<file path="src/rtl/pc_seq_pkg.sv">
// Shared definitions for the PC sequencer: widths, FSM state type and the
// redirect decision used by both the next-PC mux and the FSM.
package pc_seq_pkg;

  localparam int PC_W  = 12;
  localparam int IMM_W = 17;
  localparam int TGT_W = 27;

  // state  | meaning
  // IDLE   | out of reset, no fetch request yet
  // RUN    | fetch_valid=1, pc is presented to instruction memory
  // BUBBLE | one dead cycle after a redirect (bubble builds only)
  typedef enum logic [1:0] {
    ST_IDLE   = 2'd0,
    ST_RUN    = 2'd1,
    ST_BUBBLE = 2'd2
  } pc_state_t;

  // A jump always redirects; a branch redirects only when the compare is taken.
  function automatic logic is_redirect(input logic br, input logic jp, input logic take_br);
    return jp | (br & take_br);
  endfunction

endpackage

</file>
<file path="src/rtl/pc_next_calc.sv">
// Combinational next-PC selection: sequential pc+1, branch target
// pc+1+sext(imm) and jump target, all wrapped modulo 2**PC_W.
module pc_next_calc
  import pc_seq_pkg::*;
(
  input  logic [PC_W-1:0]  i_pc,
  input  logic             i_br,
  input  logic             i_jp,
  input  logic             i_take_br,
  input  logic [IMM_W-1:0] i_imm,
  input  logic [TGT_W-1:0] i_target,
  output logic [PC_W-1:0]  o_pc_plus1,
  output logic [PC_W-1:0]  o_pc_next,
  output logic             o_redirect
);

  logic [PC_W-1:0] w_plus1;
  logic [PC_W-1:0] w_br_tgt;
  logic [PC_W-1:0] w_jp_tgt;
  logic            w_br_taken;
  logic            w_unused;

  assign w_plus1    = i_pc + PC_W'(1);
  // Upper offset bits only carry sign extension, which vanishes modulo 2**PC_W.
  assign w_br_tgt   = w_plus1 + i_imm[PC_W-1:0];
  assign w_jp_tgt   = i_target[PC_W-1:0];
  assign w_br_taken = i_br & i_take_br;
  assign w_unused   = ^{i_imm[IMM_W-1:PC_W], i_target[TGT_W-1:PC_W]};

  assign o_pc_plus1 = w_plus1;
  assign o_redirect = is_redirect(i_br, i_jp, i_take_br);

  // Priority mux: jump beats a taken branch, otherwise fall through.
  always_comb begin
    o_pc_next = w_plus1;
    if (i_jp) begin
      o_pc_next = w_jp_tgt;
    end else if (w_br_taken) begin
      o_pc_next = w_br_tgt;
    end
  end

endmodule

</file>
<file path="src/rtl/pc_sequencer.sv">
// PC sequencer: fetch-address register and fetch FSM.
// Build option: define PC_SEQ_BRANCH_BUBBLE_EN to insert one dead fetch
// cycle (BUBBLE) after every taken branch or jump; without it the FSM
// stays in RUN across redirects.
module pc_sequencer
  import pc_seq_pkg::*;
(
  input  logic             clock,
  input  logic             reset,
  input  logic             BR,
  input  logic             JP,
  input  logic             take_br,
  input  logic [IMM_W-1:0] imm,
  input  logic [TGT_W-1:0] target,
  input  logic             imem_ready,
  input  logic             stall,
  output logic [PC_W-1:0]  pc,
  output logic [PC_W-1:0]  pc_plus1,
  output logic             fetch_valid,
  output logic             redirect
);

  pc_state_t       r_state;
  logic [PC_W-1:0] r_pc;
  logic            r_fetch_valid;
  logic            r_redirect;

  logic            w_accept;
  logic [PC_W-1:0] w_pc_next;
  logic [PC_W-1:0] w_pc_plus1;
  logic            w_redirect;

  // Stall overrides a ready memory; decode inputs only matter on accept.
  assign w_accept = r_fetch_valid & imem_ready & ~stall;

  pc_next_calc u_next (
    .i_pc       (r_pc),
    .i_br       (BR),
    .i_jp       (JP),
    .i_take_br  (take_br),
    .i_imm      (imm),
    .i_target   (target),
    .o_pc_plus1 (w_pc_plus1),
    .o_pc_next  (w_pc_next),
    .o_redirect (w_redirect)
  );

  // Fetch FSM with PC register; redirect is a single-cycle pulse after a redirecting accept.
  always_ff @(posedge clock or posedge reset) begin
    if (reset) begin
      r_state       <= ST_IDLE;
      r_pc          <= '0;
      r_fetch_valid <= 1'b0;
      r_redirect    <= 1'b0;
    end else begin
      r_redirect <= 1'b0;
      case (r_state)
        ST_IDLE: begin
          r_state       <= ST_RUN;
          r_fetch_valid <= 1'b1;
        end
        ST_RUN: begin
          if (w_accept) begin
            r_pc       <= w_pc_next;
            r_redirect <= w_redirect;
`ifdef PC_SEQ_BRANCH_BUBBLE_EN
            if (w_redirect) begin
              r_state       <= ST_BUBBLE;
              r_fetch_valid <= 1'b0;
            end
`endif
          end
        end
`ifdef PC_SEQ_BRANCH_BUBBLE_EN
        ST_BUBBLE: begin
          r_state       <= ST_RUN;
          r_fetch_valid <= 1'b1;
        end
`endif
        default: begin
          r_state       <= ST_IDLE;
          r_fetch_valid <= 1'b0;
        end
      endcase
    end
  end

  assign pc          = r_pc;
  assign pc_plus1    = w_pc_plus1;
  assign fetch_valid = r_fetch_valid;
  assign redirect    = r_redirect;

endmodule

</file>
<file path="config.mk">
export PLATFORM = sky130hd
export DESIGN_NAME = pc_sequencer
export DESIGN_NICKNAME = d
export VERILOG_FILES = /design/src/rtl/pc_seq_pkg.sv /design/src/rtl/pc_next_calc.sv /design/src/rtl/pc_sequencer.sv
export SDC_FILE = /design/constraint.sdc
export NUM_CORES = 1
export LEC_CHECK = 0
export BUFFER_PORTS_ARGS = -buffer_cell sky130_fd_sc_hd__buf_2
export CORE_UTILIZATION = 50
export CTS_CLUSTER_DIAMETER = 150
export CTS_CLUSTER_SIZE = 20
export DETAILED_ROUTE_END_ITERATION = 7
export PLACE_DENSITY = 0.91
export SLEW_MARGIN = 20
export SYNTH_ARGS = -nofsm -noshare
export SYNTH_HDL_FRONTEND = slang
export SYNTH_HIERARCHICAL = 1
export SYNTH_SLANG_ARGS = --single-unit
</file>
<file path="constraint.sdc">
create_clock -name clock -period 4.6 [get_ports clock]
set_input_delay 0.69 -clock clock [delete_from_list [all_inputs] [get_ports clock]]
set_output_delay 0.69 -clock clock [all_outputs]
set_load 0.01 [all_outputs]
</file>
[After elaboration in Yosys (flattened, before gate mapping)]
Index checks and enable logic that the tools add are counted.
Word-level totals
  bits in registers: 16
  bits of input ports: 51
  output and inout bits: 26
  word-level logic and storage cells: 20
Operators by class
  add/subtract/negate cells: 2
  eq/ne operators: 1
  muxes and demuxes: 6
  bitwise logic cells: 5
  reductions and logical operators: 2
Operator list (count)
  two-way mux 12 bit: 2
  adder 12 x 1 -> 12 bit, second input constant: 1
  adder 12 bit: 1
  one-hot mux 2 bit (2 select lines): 1
  bitwise AND 1 bit: 3
  equality test 2 x 1 -> 1 bit, second input constant: 1
  zero test 2 bit: 1
  two-way mux 1 bit: 2
  one-hot mux 1 bit (2 select lines): 1
  AND reduction 2 bit: 1
  inverter 1 bit: 1
  bitwise OR 1 bit: 1

[Depth between registers and ports, before layout]
Gate-level depths: netlist of run 1.
  word-level depth: 4
  gate-level depth with buffers: 12
  gate-level depth less buffers: 12

[Hierarchy]
Netlist of run 1, hierarchy kept.
By module, submodules not included
  pc_next_calc: instances 1, cells each 148, area an instance 1037.2 um2, seq. area each 0.0 um2
  pc_sequencer: instances 1, cells each 32, area an instance 565.5 um2, seq. area each 350.3 um2

[Worst setup path before layout of run 1]
Ideal clock, no wire load.
  kind: reg2reg
  start point: register r_pc[2], in the netlist pc[2]
  end point: register r_pc[11], in the netlist pc[11]
  library setup time: 0.125 ns
  arrival: 2.766 ns
  required time: 4.475 ns
  slack: 1.709 ns
  cell stages (with the launch flop): 13
  buffers on the path: 0
  period minus slack after synthesis: 2.891 ns
  cells stage by stage: dfrtp_1 -> and3_1 -> and2_1 -> nand4_1 -> xnor2_1 -> ha_1 -> a21oi_1 -> o21a_1 -> o31ai_1 -> a41o_1 -> nor3_1 -> o31ai_2 -> mux2_4
On the way
  longest elaborated chain between the ends: 4
RTL lines
  from (decl): line pc_sequencer.sv:24  | logic [PC_W-1:0] r_pc;
  from (signal assigned): line pc_sequencer.sv:64  | r_pc <= w_pc_next;
  adder 12 x 1 -> 12 bit: line pc_next_calc.sv:23  | assign w_plus1 = i_pc + PC_W'(1);
  named net pc_plus1[8]: line pc_sequencer.sv:18  | output logic [PC_W-1:0] pc_plus1,
  adder 12 bit: line pc_next_calc.sv:25  | assign w_br_tgt = w_plus1 + i_imm[PC_W-1:0];
  two-way mux 12 bit: line pc_next_calc.sv:38  | end else if (w_br_taken) begin
  two-way mux 12 bit: line pc_next_calc.sv:36  | if (i_jp) begin
  named net w_pc_next[11]: line pc_sequencer.sv:29  | logic [PC_W-1:0] w_pc_next;
The timed path passes the listed nets, and every way through them passes these cells.
A chain may end at the register's enable or synchronous reset.

[Worst setup path in the final report of run 1]
  start point: register r_pc[2], in the netlist pc[2]
  end point: register r_pc[11], in the netlist pc[11]
On the way
  longest elaborated chain between the ends: 4
RTL lines (line)
  adder 12 x 1 -> 12 bit *: pc_next_calc.sv:23
  adder 12 bit: pc_next_calc.sv:25
  two-way mux 12 bit *: pc_next_calc.sv:38
  two-way mux 12 bit *: pc_next_calc.sv:36
  named net w_pc_next[11]: pc_sequencer.sv:29
Mark *: on every way through the listed nets, which the timed path passes. The rest lies on a longest branch.

==> flow_metrics.env, run 1 <==
export IMPL_grt_usage_pct=24.4
export IMPL_seq_area_um2=350
export IMPL_start_util_pct=52.5
export IMPL_fill_cells=282
export IMPL_rrSetupSlack_ns=1.38
export IMPL_root_buffer="clkbuf_4"
export IMPL_wire_per_inst_um=13.5
export IMPL_combPwrFrac_pct=71.4
export IMPL_p_int_uw=579
export IMPL_row_count=20
export IMPL_postCtsHoldBufs=0
export IMPL_multi_input_area_um2=1180
export IMPL_sw_frac_of_total_pct=48.4
export IMPL_synth_top_family_by_area="compound AO/OA/AOI/OAI gates"
export IMPL_min_period_ns=3.22
export IMPL_clock_path_buffers=2
export IMPL_synth_area_um2=1600
export IMPL_grt_pass1_vias=1529
export IMPL_crit_type="flop to flop"
export IMPL_setup_viol=0
export IMPL_met3_usage_pct=2.20
export IMPL_hold_violations=0
export IMPL_pwr_share_clk_pct=7.8
export IMPL_reg2reg_depth=12
export IMPL_required_ns=4.78
export IMPL_htreeDepth=1
export IMPL_drc=0
export IMPL_yosysSeqAreaShare_pct=21.9
export IMPL_clk_pin_slew_worst_paths_ns=0.08
export IMPL_fin_tns_setup_ns=0
export IMPL_tightest_slew_ns=0.499
export IMPL_synth_area_mux_share_pct=11.9
export IMPL_final_nets=303
export IMPL_antenna_found_initial=0
export IMPL_die_area_um2=3440
export IMPL_startpoint_type="flop"
export IMPL_critical_path_max_stage_delay_ns=0.48
export IMPL_syn_nets=247
export IMPL_first_iter_violations=67
export IMPL_n_antenna_cell=0
export IMPL_critPathSlowestCell="dfrtp_1"
export IMPL_r2r_start="pc[2]$_DFFE_PP0P_"
export IMPL_synth_fa_ha_area_share_pct=13.0
export IMPL_portBuffers=56
export IMPL_grt_busiest_layer="met2"
export IMPL_die_w_um=58.6
export IMPL_routabilityCongestion=0.891
export IMPL_hold_slack_ns=0.416
export IMPL_grt_max_degree=15
export IMPL_synthSimpleGateAreaFrac_pct=18.6
export IMPL_grt_use_met1_pct=31.3
export IMPL_io_pins=77
export IMPL_synth_cell_types=49
export IMPL_die_h_um=58.6
export IMPL_leakagePower_nw=0.960
export IMPL_drt_pre_antenna_iters=4
export IMPL_powerDensity_nw_per_um2=579
export IMPL_cts_setup_buffers=0
export IMPL_fin_crit_sh_pct=69.9
export IMPL_vias=1560
export IMPL_max_freq_mhz=311
export IMPL_cts_buffers=3
export IMPL_ys_flop_type="dfrtp_1"
export IMPL_grt_overflow_total=0
export IMPL_grt_pass1_wl_um=6420
export IMPL_detail_route_antenna_nets=0
export IMPL_crit_path_cell_trace="and3_1 > and2_1 > nand4_1 > xnor2_1 > ha_1 > a21oi_1 > o21a_1 > o31ai_1 > a41o_1 > nor3_1 > o31ai_2 > mux2_4"
export IMPL_synth_compound_area_share_pct=21.0
export IMPL_drive_gt1_share_pct=34.9
export IMPL_viasPerCell=5.59
export IMPL_cts_resized=0
export IMPL_wl_um=3780
export IMPL_slew_viol_final=0
export IMPL_syn_area_per_cell_um2=8.90
export IMPL_outcome="finished clean"
export IMPL_met2_usage_pct=40.1
export IMPL_slew_headroom_pct=66.7
export IMPL_finalWorstSetupSlack_ns=1.38
export IMPL_pwr_share_seq_pct=20.7
export IMPL_rsz0062_at_grt="no"
export IMPL_hold_path_class="input port to asynchronous set/reset pin"
export IMPL_synth_xor_area_share_pct=9.21
export IMPL_cts_tree="yes"
export IMPL_syn_to_final_growth_pct=20.8
export IMPL_cpLargestDelayFamily="compound AO/OA/AOI/OAI gates"
export IMPL_rr_endpoint="pc[11]$_DFFE_PP0P_"
export IMPL_dp_slack_ns=1.51
export IMPL_synth_async_reset_ratio_pct=100
export IMPL_arrival_ns=3.39
export IMPL_finClkSkew_ns=0.00289
export IMPL_cp_end_kind="flop"
export IMPL_clock_latency_ns=0.28
export IMPL_worst_path_max_fanout=7
export IMPL_dp_final_hpwl_um=3130
export IMPL_max_vdd_ir_drop_uv=246
export IMPL_core_area_um2=3050
export IMPL_synth_seq_cells=14
export IMPL_max_cap_violations=0
export IMPL_cp_num_buf_inv=0
export IMPL_synth_edff_count=0
export IMPL_synth_warnings=6
export IMPL_postSynthCellCount=180
export IMPL_cts_sinks=14
export IMPL_switching_power_uw=542
[flip-flops by register name, summed over array words and instances, names as in the netlist]
| name | cells |
|---|---|
| pc | 12 |
| fetch_valid | 1 |
| redirect | 1 |
[cell usage after synthesis, types with 2 or more instances]
cell type	count	area, um^2
o21a_1	4	30.0
and2_1	2	12.5
mux2_4	9	135
dfrtp_1	14	350
o21ai_1	5	25.0
buf_6	2	22.5
mux2_2	4	45.0
nand2_1	16	60.1
ha_1	15	188
inv_1	8	30.0
a21oi_1	11	55.1
xor2_1	5	43.8
o21ai_0	7	35.0
and3_1	2	12.5
a211oi_2	2	25.0
a21o_1	2	15.0
nand4_1	3	18.8
xnor2_1	10	87.6
a211oi_1	5	37.5
nor2_1	16	60.1
clkbuf_1	2	7.51
nand3_1	6	30.0
nor3_1	4	20.0
[final cells by class]
type,count,area share [%]
Clock buffer,4,1.87
Inverter,8,1.55
Multi-Input combinational cell,153,61.2
Sequential cell,14,18.1
Tap cell,44,2.84
Timing Repair Buffer,56,14.5
[worst max-delay path by stage]
stage / from / to / slack (ns) / cells after the start
after global routing: pc[2]$_DFFE_PP0P_ / pc[11]$_DFFE_PP0P_ / 1.12 / 12
after CTS: pc[2]$_DFFE_PP0P_ / pc[11]$_DFFE_PP0P_ / 1.49 / 12
after detailed placement: pc[2]$_DFFE_PP0P_ / pc[11]$_DFFE_PP0P_ / 1.51 / 12
after floorplan: pc[2]$_DFFE_PP0P_ / pc[11]$_DFFE_PP0P_ / 1.71 / 12
final: pc[2]$_DFFE_PP0P_ / pc[11]$_DFFE_PP0P_ / 1.38 / 12
after global placement: pc[0]$_DFFE_PP0P_ / pc[11]$_DFFE_PP0P_ / 1.58 / 12
[cell usage in the layout (no fill, tap or decap), drive strengths merged, types with 2 or more instances in the layout]
cell | netlist | final
xnor2 | 10 | 10
nand2 | 16 | 16
mux2 | 13 | 13
o21bai | 2 | 2
nand3b | 2 | 2
clkbuf | 2 | 4
buf | 2 | 56
inv | 8 | 8
nand4 | 4 | 4
dfrtp | 14 | 14
and2 | 2 | 2
xor2 | 6 | 6
o21ai | 12 | 12
nor3 | 4 | 4
a21oi | 11 | 11
o21a | 4 | 4
o31ai | 2 | 2
a211oi | 7 | 7
and3 | 2 | 2
nand3 | 6 | 6
ha | 15 | 15
a21o | 3 | 3
nor2 | 16 | 16
[stage by stage]
step | area (um^2) | util (%) | power, mW | cells
2_1_floorplan | 1600 | - | 0.805 | 180
6_report | 1940 | 63.4 | 1.12 | 279
3_3_place_gp | 1900 | 62.2 | 0.994 | 275
3_5_place_dp | 1900 | 62.2 | 1.02 | 275
4_1_cts | 1940 | 63.4 | 1.11 | 279
5_1_grt | 1940 | 63.4 | 1.22 | 279
[kinds of logic (layout without fill, tap and decap cells)]
group,Yosys count,after routing
AO/OA/AOI/OAI,49,49
XOR/XNOR,16,16
adder cells (fa/ha/maj),16,16
buffers and inverters,13,68
flip-flops,14,14
multiplexers,14,14
other,1,1
AND/OR/NAND/NOR,57,57
[power by group through the flow]
stage | clock (mW) | sequential, mW | combinational (mW)
3_3_place_gp | 0 | 0.231 | 0.763
6_report | 0.0877 | 0.232 | 0.800
4_1_cts | 0.0892 | 0.232 | 0.791
5_1_grt | 0.0964 | 0.240 | 0.881
3_5_place_dp | 0 | 0.236 | 0.788
2_1_floorplan | 0 | 0.243 | 0.562
[worst reg2reg max path: stages (launching register included)]
cell and delay (ns):
dfrtp_1 0.48, and3_1 0.23, and2_1 0.16, nand4_1 0.13, xnor2_1 0.38, ha_1 0.38, a21oi_1 0.24, o21a_1 0.20
o31ai_1 0.07, a41o_1 0.24, nor3_1 0.24, o31ai_2 0.10, mux2_4 0.26
[layer usage]
layer,wire length [um],share of wire (%),vias up
li1,-,-,769
met1,1750,46,718
met2,1750,46,60
met3,152,4.0,13
met4,127,3.4,0
met5,0,0,-
No activity file was read; power rests on OpenSTA's default activity.
==> run 2: changes to the inputs <==
- CORE_UTILIZATION: 50 -> 47
- PLACE_DENSITY: 0.91 -> 0.86
- clock period: 4.6 -> 3 ns (I/O delays scaled with it)
==> flow_metrics.env, run 2 (synthesized netlist as in run 1, its figures left out) <==
export IMPL_drt_pre_antenna_iters=4
export IMPL_detail_route_antenna_nets=0
export IMPL_seq_area_um2=354
export IMPL_r2r_start="pc[4]$_DFFE_PP0P_"
export IMPL_pwr_share_seq_pct=17.9
export IMPL_final_cell_mix="buf_2, nor2_1, nand2_1"
export IMPL_io_pins=77
export IMPL_core_area_um2=3150
export IMPL_vias=1634
export IMPL_cts_buffers=3
export IMPL_cp_end_kind="flop"
export IMPL_die_area_um2=3650
export IMPL_finalWorstSetupSlack_ns=0.0799
export IMPL_cts_sinks=14
export IMPL_max_vdd_ir_drop_uv=484
export IMPL_grt_usage_pct=22.4
export IMPL_dp_slack_ns=0.0807
export IMPL_viasPerCell=5.60
export IMPL_outcome="finished clean"
export IMPL_leakagePower_nw=1.03
export IMPL_p_int_mw=1.02
export IMPL_cts_tree="yes"
export IMPL_routabilityCongestion=0.861
export IMPL_die_h_um=60.4
export IMPL_start_util_pct=50.8
export IMPL_grt_pass1_vias=1392
export IMPL_finClkSkew_ns=0.00375
export IMPL_crit_type="flop to flop"
export IMPL_slew_viol_final=0
export IMPL_required_ns=3.17
export IMPL_fin_tns_setup_ns=0
export IMPL_setup_viol=0
export IMPL_first_iter_violations=76
export IMPL_tightest_slew_ns=0.519
export IMPL_powerDensity_nw_per_um2=919
export IMPL_n_antenna_cell=0
export IMPL_wire_per_inst_um=14.3
export IMPL_grt_max_degree=15
export IMPL_grt_overflow_total=0
export IMPL_drive_gt1_share_pct=43.5
export IMPL_clock_latency_ns=0.28
export IMPL_min_period_ns=2.92
export IMPL_combPwrFrac_pct=75.2
export IMPL_syn_to_final_growth_pct=31.0
export IMPL_hold_violations=0
export IMPL_arrival_ns=3.09
export IMPL_clock_path_buffers=2
export IMPL_switching_power_uw=908
export IMPL_fin_crit_sh_pct=97.3
export IMPL_fill_cells=271
export IMPL_antenna_found_initial=0
export IMPL_die_w_um=60.4
export IMPL_sw_frac_of_total_pct=47.1
export IMPL_hold_path_class="input port to asynchronous set/reset pin"
export IMPL_startpoint_type="flop"
export IMPL_pwr_share_clk_pct=6.9
export IMPL_max_freq_mhz=342
export IMPL_largest_register_ffs=12
export IMPL_final_common_cell="buf_2"
export IMPL_worst_path_max_fanout=5
export IMPL_multi_input_area_um2=1250
export IMPL_row_count=20
export IMPL_max_cap_violations=0
export IMPL_dp_final_hpwl_um=3250
export IMPL_drc=0
export IMPL_finish_utilization_pct=66.6
export IMPL_root_buffer="clkbuf_4"
export IMPL_final_nets=316
export IMPL_htreeDepth=1
export IMPL_postCtsHoldBufs=0
export IMPL_grt_pass1_wl_um=6090
export IMPL_slew_headroom_pct=65.4
export IMPL_critPathLaunch="pc[4]$_DFFE_PP0P_"
export IMPL_portBuffers=56
export IMPL_wl_um=4170
export IMPL_clk_pin_slew_worst_paths_ns=0.08
## run 2: repair_timing
item	in CTS	in global routing
setup buffers	0	2
endpoints found under the setup margin	0	4
gates resized for setup	0	15
## run 2: layout make-up
| type | instances | area share (%) |
|---|---|---|
| flip-flops and latches | 14 | 16.9 |
| inverters | 8 | 1.43 |
| repair buffers | 69 | 18.0 |
| multi-input cells | 153 | 59.4 |
| clock buffers | 4 | 1.73 |
| well taps | 44 | 2.62 |
## run 2: path summary, 6_finish.rpt
check / endpoint / slack [ns] / cells after the start
max: pc[11]$_DFFE_PP0P_ / 0.08 / 12
min: pc[11]$_DFFE_PP0P_ / 0.19 / 2
max reg2reg: pc[11]$_DFFE_PP0P_ / 0.08 / 12
min reg2reg: pc[10]$_DFFE_PP0P_ / 0.54 / 1
max in group asynchronous: pc[5]$_DFFE_PP0P_ / 2.44 / 2
min in group clock: pc[1]$_DFFE_PP0P_ / 0.51 / 4
## run 2: power by group through the flow
stage,logic (mW),registers [mW],clock network (mW)
3_5_place_dp,1.33,0.338,0
5_1_grt,1.58,0.356,0.144
4_1_cts,1.34,0.335,0.136
2_1_floorplan,0.862,0.372,0
6_report,1.45,0.344,0.134
3_3_place_gp,1.30,0.335,0
## run 2: stage by stage
step | area [um^2] | hold WS (ns) | instances | total power [mW]
4_1_cts | 2020 | 0.205 | 290 | 1.81
5_1_grt | 2100 | 0.241 | 292 | 2.08
2_1_floorplan | 1600 | 0.339 | 180 | 1.23
3_5_place_dp | 1980 | 0.507 | 286 | 1.67
6_report | 2100 | 0.189 | 292 | 1.93
3_3_place_gp | 1980 | 0.501 | 286 | 1.63
## run 2: worst max-delay path, cell delays in order (launching register included)
cell and delay (ns):
dfrtp_1 0.44, and3_1 0.23, and2_1 0.17, nand4_1 0.15, xnor2_2 0.28, ha_4 0.26, a21oi_1 0.18, o21a_1 0.19
o31ai_1 0.07, a41o_1 0.24, nor3_1 0.22, o31ai_2 0.10, mux2_4 0.27
## run 2: per-layer routing
| metal | GRT usage, % | wire (um) | vias to the layer above |
|---|---|---|---|
| met5 | 0 | 0 | - |
| met4 | 11.6 | 123 | 0 |
| met3 | 1.49 | 175 | 16 |
| met2 | 35.6 | 1910 | 66 |
| met1 | 30.5 | 1960 | 753 |
| li1 | - | - | 799 |
